==> src/rtl/signed_divider_if.sv <==
// Operand/result bundle for signed_divider. The controller drives the master side;
// the divider implements the slave side.
interface signed_divider_if #(parameter int WIDTH = 8);
   logic             start;
   logic [WIDTH-1:0] dividend;
   logic [WIDTH-1:0] divisor;
   logic             busy;
   logic             done;
   logic [WIDTH-1:0] quotient;
   logic [WIDTH-1:0] remainder;
   logic             overflow;
   logic             div_zero;
   logic             negative;
   logic             zero;

   modport master (
      output start, dividend, divisor,
      input  busy, done, quotient, remainder, overflow, div_zero, negative, zero
   );

   modport slave (
      input  start, dividend, divisor,
      output busy, done, quotient, remainder, overflow, div_zero, negative, zero
   );
endinterface

==> src/rtl/signed_divider.sv <==
// Restoring shift-subtract signed divider: WIDTH+1 cycles accept-to-done, start ignored while busy.
// Optional SIGNED_DIVIDER_EARLY_EXIT_EN: zero divisor/dividend finishes one cycle after acceptance.
module signed_divider #(
   parameter int WIDTH = 8
) (
   input  logic            clk_i,
   input  logic            reset_i,
   signed_divider_if.slave bus
);
   localparam int CW = $clog2(WIDTH + 1);

   typedef enum logic [1:0] {IDLE, RUN, FIX} state_t;

   state_t           state_q;
   logic [CW-1:0]    cnt_q;
   logic [WIDTH-1:0] dvd_q;
   logic [WIDTH-1:0] dvs_q;
   logic [WIDTH-1:0] rem_q;
   logic [WIDTH-1:0] quo_q;
   logic [WIDTH-1:0] raw_q;
   logic             qsign_q;
   logic             rsign_q;
   logic             dz_q;
   logic             ovf_q;

   logic             busy_q;
   logic             done_q;
   logic [WIDTH-1:0] quotient_q;
   logic [WIDTH-1:0] remainder_q;
   logic             overflow_q;
   logic             div_zero_q;
   logic             negative_q;
   logic             zero_q;

   logic [WIDTH-1:0] dvd_abs_d;
   logic [WIDTH-1:0] dvs_abs_d;
   logic [WIDTH:0]   rem_sh_d;
   logic [WIDTH:0]   trial_d;
   logic [WIDTH-1:0] q_fix_d;
   logic [WIDTH-1:0] r_fix_d;
   logic             dz_d;
   logic             ovf_d;
   logic             early_d;

   always_comb begin
      // The magnitude of the most negative value is 2^(WIDTH-1), which fits unsigned in WIDTH bits.
      dvd_abs_d = bus.dividend[WIDTH-1] ? (~bus.dividend + 1'b1) : bus.dividend;
      dvs_abs_d = bus.divisor[WIDTH-1]  ? (~bus.divisor  + 1'b1) : bus.divisor;
      dz_d      = (bus.divisor == '0);
      ovf_d     = (bus.dividend == {1'b1, {(WIDTH-1){1'b0}}}) && (bus.divisor == '1);
`ifdef SIGNED_DIVIDER_EARLY_EXIT_EN
      early_d   = dz_d || (bus.dividend == '0);
`else
      early_d   = 1'b0;
`endif
      rem_sh_d  = {rem_q, dvd_q[WIDTH-1]};
      trial_d   = rem_sh_d - {1'b0, dvs_q};
      q_fix_d   = qsign_q ? (~quo_q + 1'b1) : quo_q;
      r_fix_d   = rsign_q ? (~rem_q + 1'b1) : rem_q;
      if (dz_q) begin
         q_fix_d = '1;
         r_fix_d = raw_q;
      end
   end

   always_ff @(posedge clk_i) begin
      if (reset_i) begin
         state_q     <= IDLE;
         cnt_q       <= '0;
         dvd_q       <= '0;
         dvs_q       <= '0;
         rem_q       <= '0;
         quo_q       <= '0;
         raw_q       <= '0;
         qsign_q     <= 1'b0;
         rsign_q     <= 1'b0;
         dz_q        <= 1'b0;
         ovf_q       <= 1'b0;
         busy_q      <= 1'b0;
         done_q      <= 1'b0;
         quotient_q  <= '0;
         remainder_q <= '0;
         overflow_q  <= 1'b0;
         div_zero_q  <= 1'b0;
         negative_q  <= 1'b0;
         zero_q      <= 1'b0;
      end else begin
         done_q <= 1'b0;
         case (state_q)
            IDLE: begin
               if (bus.start) begin
                  dvd_q   <= dvd_abs_d;
                  dvs_q   <= dvs_abs_d;
                  raw_q   <= bus.dividend;
                  rem_q   <= '0;
                  quo_q   <= '0;
                  cnt_q   <= '0;
                  qsign_q <= bus.dividend[WIDTH-1] ^ bus.divisor[WIDTH-1];
                  rsign_q <= bus.dividend[WIDTH-1];
                  dz_q    <= dz_d;
                  ovf_q   <= ovf_d;
                  busy_q  <= 1'b1;
                  state_q <= early_d ? FIX : RUN;
               end
            end
            RUN: begin
               dvd_q <= {dvd_q[WIDTH-2:0], 1'b0};
               if (!trial_d[WIDTH]) begin
                  rem_q <= trial_d[WIDTH-1:0];
                  quo_q <= {quo_q[WIDTH-2:0], 1'b1};
               end else begin
                  rem_q <= rem_sh_d[WIDTH-1:0];
                  quo_q <= {quo_q[WIDTH-2:0], 1'b0};
               end
               cnt_q <= cnt_q + CW'(1);
               if (cnt_q == CW'(WIDTH - 1)) begin
                  state_q <= FIX;
               end
            end
            FIX: begin
               quotient_q  <= q_fix_d;
               remainder_q <= r_fix_d;
               overflow_q  <= ovf_q;
               div_zero_q  <= dz_q;
               negative_q  <= q_fix_d[WIDTH-1];
               zero_q      <= (q_fix_d == '0);
               done_q      <= 1'b1;
               busy_q      <= 1'b0;
               state_q     <= IDLE;
            end
            default: state_q <= IDLE;
         endcase
      end
   end

   assign bus.busy      = busy_q;
   assign bus.done      = done_q;
   assign bus.quotient  = quotient_q;
   assign bus.remainder = remainder_q;
   assign bus.overflow  = overflow_q;
   assign bus.div_zero  = div_zero_q;
   assign bus.negative  = negative_q;
   assign bus.zero      = zero_q;
endmodule

==> src/flat_wrapper.sv <==
// flat-port wrapper written by rule: the top's interface ports become plain ports
module signed_divider_flat 
#(
   parameter int WIDTH = 8
)
  (clk_i, reset_i, bus_start, bus_dividend, bus_divisor, bus_busy, bus_done, bus_quotient, bus_remainder, bus_overflow, bus_div_zero, bus_negative, bus_zero);
  signed_divider_if #(.WIDTH(WIDTH)) bus_i ();
  input  logic clk_i;
  input  logic reset_i;
  input wire logic [$bits(bus_i.start)-1:0] bus_start;
  input wire logic [$bits(bus_i.dividend)-1:0] bus_dividend;
  input wire logic [$bits(bus_i.divisor)-1:0] bus_divisor;
  output wire logic [$bits(bus_i.busy)-1:0] bus_busy;
  output wire logic [$bits(bus_i.done)-1:0] bus_done;
  output wire logic [$bits(bus_i.quotient)-1:0] bus_quotient;
  output wire logic [$bits(bus_i.remainder)-1:0] bus_remainder;
  output wire logic [$bits(bus_i.overflow)-1:0] bus_overflow;
  output wire logic [$bits(bus_i.div_zero)-1:0] bus_div_zero;
  output wire logic [$bits(bus_i.negative)-1:0] bus_negative;
  output wire logic [$bits(bus_i.zero)-1:0] bus_zero;
  assign bus_i.start = bus_start;
  assign bus_i.dividend = bus_dividend;
  assign bus_i.divisor = bus_divisor;
  assign bus_busy = bus_i.busy;
  assign bus_done = bus_i.done;
  assign bus_quotient = bus_i.quotient;
  assign bus_remainder = bus_i.remainder;
  assign bus_overflow = bus_i.overflow;
  assign bus_div_zero = bus_i.div_zero;
  assign bus_negative = bus_i.negative;
  assign bus_zero = bus_i.zero;
  signed_divider #(.WIDTH(WIDTH)) u_core (.clk_i(clk_i), .reset_i(reset_i), .bus(bus_i));
endmodule
==> config.mk <==
export PLATFORM = sky130hd
export DESIGN_NAME = signed_divider_flat
export DESIGN_NICKNAME = d
export VERILOG_FILES = /design/src/rtl/signed_divider_if.sv /design/src/rtl/signed_divider.sv /design/src/flat_wrapper.sv
export SDC_FILE = /design/constraint.sdc
export NUM_CORES = 1
export LEC_CHECK = 0
export CAP_MARGIN = 20
export CORE_ASPECT_RATIO = 1.25
export CORE_MARGIN = 2
export CORE_UTILIZATION = 60
export DETAILED_ROUTE_END_ITERATION = 10
export PLACE_DENSITY = 0.8
export SLEW_MARGIN = 20
export SYNTH_ARGS = -nofsm -noshare
export SYNTH_HDL_FRONTEND = slang
export SYNTH_SLANG_ARGS = --single-unit
==> constraint.sdc <==
create_clock -name clk_i -period 6.98 [get_ports clk_i]
set_clock_uncertainty 0.2 [all_clocks]
set_input_delay 1.396 -clock clk_i [delete_from_list [all_inputs] [get_ports clk_i]]
set_output_delay 1.396 -clock clk_i [all_outputs]
set_load 0.05 [all_outputs]
==> flow_summary_export.csv <==
group,metric,value,unit
logic_synthesis,synth_area,3598,um^2
power,ir_drop,191.1,uV
layout,nFillCells,481,
floorplan,row_count,31,
logic_synthesis,synth_seq_cells,70,
place,place_area,3956,um^2
logic_synthesis,synth_compound_area_frac,0.2024,
layout,drive_gt1_frac,0.04968,
layout,area_growth,16.55,%
clock_tree,cts_resized,0,
timing,timing_hold_violations_final,0,
logic_synthesis,synth.most_common_cell,"dfxtp_1",
detailed_routing,ant_nets,0,
setup_path,end_kind,"register",
logic_synthesis,syn-num-nets,470,
logic_synthesis,syn_inst,436,
timing,max_freq,295.2,MHz
clock_tree,ctsLongestPathBuffers,2,
logic_synthesis,synth-xor-area-share,0.06085,
timing,fin_crit_sh,0.4853,
clock_tree,cts_inserted_buffers,9,
logic_synthesis,synth.avg_cell_area,8.253,um^2
setup_path,timing.rr.start,"u_core.rem_q[0]$_SDFFE_PP0P_",
logic_synthesis,ys_seq_area_frac,0.3894,
detailed_routing,drt_iter0_markers,245,
layout,fin_nets,493,
logic_synthesis,synth_cell_type_count,51,
place,post-place-ws,2972,ps
clock_tree,cts_setup_buffers,0,
clock_tree,cts_sinks,70,
power,cellPowerDensity,238.0,nW/um^2
timing,fin_setup_tns,0,ps
logic_synthesis,synth_mux_area_frac,0.02503,
job,maxCapViolCount,0,
setup_path,cpPeakStageDelay,700,ps
timing,setup_viol,0,
hold_path,min-delay-path-class,"register to register",
layout,diodes,0,
clock_tree,clkTransAtPathRegs,80,ps
detailed_routing,vias,3142,
detailed_routing,post_drt_via_cell_ratio,5.940,
timing,grt_setup_unrepaired,"false",
detailed_routing,wire_per_inst,14.70,um
floorplan,core,5779,um^2
layout,fin_area,4194,um^2
timing,worstMarginPinSlew,996.1,ps
global_route,grt_max_degree,57,
setup_path,cp-startpoint,"bus_start",
logic_synthesis,synth_top_area_share,0.3894,
setup_path,crit_fanout,17,
timing,period_needed,3387,ps
clock_tree,root_buffer,"clkbuf_8",
setup_path,critPathSlowestCell,"nor2b_2",
global_route,grt_pass1_wl,13870,um
logic_synthesis,netlist.top_cell.by_area,"dfxtp_1",
place,io_buffers,40,
setup_path,arrival,3440,ps
logic_synthesis,async_flop_share,0,
setup_path,crit_family,"simple AND/OR/NAND/NOR gates",
global_route,grt_overflow,0,
clock_tree,clkLatencyLatePin,350,ps
timing,worst_hold_slack,255.1,ps
power,p_leak,1.596,nW
floorplan,start_util,0.6226,
logic_synthesis,synth_ff_type,"dfxtp_1",
timing,slew_violations,0,
clock_tree,cts_max_level,3,
global_route,antenna_found_initial,0,
hold_path,hold_start,"u_core.bus.overflow$_SDFFE_PP0P_",
logic_synthesis,synth_edf_count,0,
setup_path,cp.required,7040,ps
logic_synthesis,yosysWarnings,0,
logic_synthesis,ys_top_cells_by_area,"dfxtp_1, nand2_1, ha_1, a21oi_1, nor2_1",
global_route,grt.total_usage,0.2639,
logic_synthesis,synth_top_family_by_area,"simple AND/OR/NAND/NOR gates",
global_route,grt_pass1_vias,3037,
setup_path,critical_path_class,"primary input to register",
place,gp_congestion,0.7993,
clock_tree,cts_tree,"yes",
timing,finalWorstSetupSlack,3593,ps
setup_path,crit_chain,"clkdlybuf4s50_1 > o21bai_1 > nor2b_2 > nand2_1 > o21ai_0",
floorplan,die_height,90.59,um
timing,slew_headroom,0.3359,
place,dp_hpwl,5502,um
floorplan,die-width,73.27,um
floorplan,io_pins,41,
logic_synthesis,yosys.area_share.adder,0.05424,
logic_synthesis,post_synth_most_frequent_cells,"dfxtp_1, nand2_1, nor2_1, a21oi_1, clkbuf_1",
setup_path,cp_num_buf_inv,1,
setup_path,critPathLaunchType,"primary input",
detailed_routing,drtPass1Iterations,4,
floorplan,die_area,6637,um^2
detailed_routing,drt-total-wl,7775,um
outcome,status,"finished, final reports clean",
detailed_routing,drc,0,
logic_synthesis,synth-simple-area-share,0.2118,
clock_tree,hold_buffers,0,
[final timing paths]
check	to	slack, ps	cells past startpoint
setup / recovery	u_core.quo_q[2]$_SDFFE_PP0P_	3590	5
hold / removal	u_core.bus.overflow$_SDFFE_PP0P_	260	2
setup reg to reg	u_core.rem_q[5]$_SDFFE_PP0P_	3870	8
hold reg to reg	u_core.bus.overflow$_SDFFE_PP0P_	260	2
[routing by layer]
layer  GRT usage  wire length [um]
met1      0.3256              3351
met2      0.4384              3927
met3     0.03460               347
met4      0.1343               148
met5           0                 0
[where the power goes]
| part | switching (mW) | leakage (nW) | internal [mW] |
|---|---|---|---|
| Combinational | 0.0996 | 0.912 | 0.0787 |
| Sequential | 0.0169 | 0.569 | 0.416 |
| Clock | 0.152 | 0.115 | 0.235 |
| Total | 0.269 | 1.60 | 0.729 |
[sequential cells by signal (all words and copies together) (netlist names), 2 cells and up]
register / flops
u_core.quo_q: 8
u_core.dvd_q: 8
u_core.cnt_q: 4
u_core.bus.remainder: 8
u_core.bus.quotient: 7
u_core.rem_q: 8
u_core.state_q: 2
u_core.dvs_q: 8
u_core.raw_q: 7
[placed cells by master, fill, tap and decap left out, types with 3 or more instances in the layout]
cell type / count
dfxtp_1: 70
nand2_1: 64
nor2_1: 40
clkdlybuf4s50_1: 39
a21oi_1: 30
inv_1: 20
ha_1: 14
xnor2_1: 13
nand2b_1: 13
o21ai_0: 13
xor2_1: 12
a211oi_1: 12
nor3_1: 10
mux2i_1: 9
clkbuf_8: 9
a22o_1: 8
o31ai_1: 7
o211ai_1: 7
a222oi_1: 6
nand3_1: 5
nor2b_1: 5
nand4_1: 5
nor4_1: 3
nand3b_1: 3
or3_1: 3
a21boi_0: 3
a311oi_1: 3
bufinv_16: 3
[kinds of logic (layout without fill, tap and decap cells)]
kind of cell	after synthesis	in the layout
compound gates	105	105
xor+xnor	25	25
fa+ha+maj	15	15
buf+inv	49	76
flops	70	70
mux	9	9
simple gates	163	163
[tightest hold or removal path, delay by kind of cell, from the launching register on]
kind | cells | cell delay (ps)
flops | 1 | 310
simple gates | 1 | 50
compound gates | 1 | 50
[stage by stage]
stage	cells	power (mW)	util
after floorplan	436	0.5821	-
after global placement	514	0.6106	0.6846
after detailed placement	514	0.6173	0.6846
after CTS	529	1.000	0.7253
after global routing	529	1.044	0.7257
final	529	0.9982	0.7257
[area by class of cell]
cell class                      count  area [um^2]  share of cell area
Multi-Input combinational cell    317         1997              0.4761
Sequential cell                    70         1401              0.3341
Timing Repair Buffer               41        402.9             0.09606
Clock buffer                        9        123.9             0.02953
Clock inverter                      6        111.4             0.02655
Tap cell                           66        82.58             0.01969
Inverter                           20        75.07             0.01790
No activity file was read; power rests on OpenSTA's default activity.
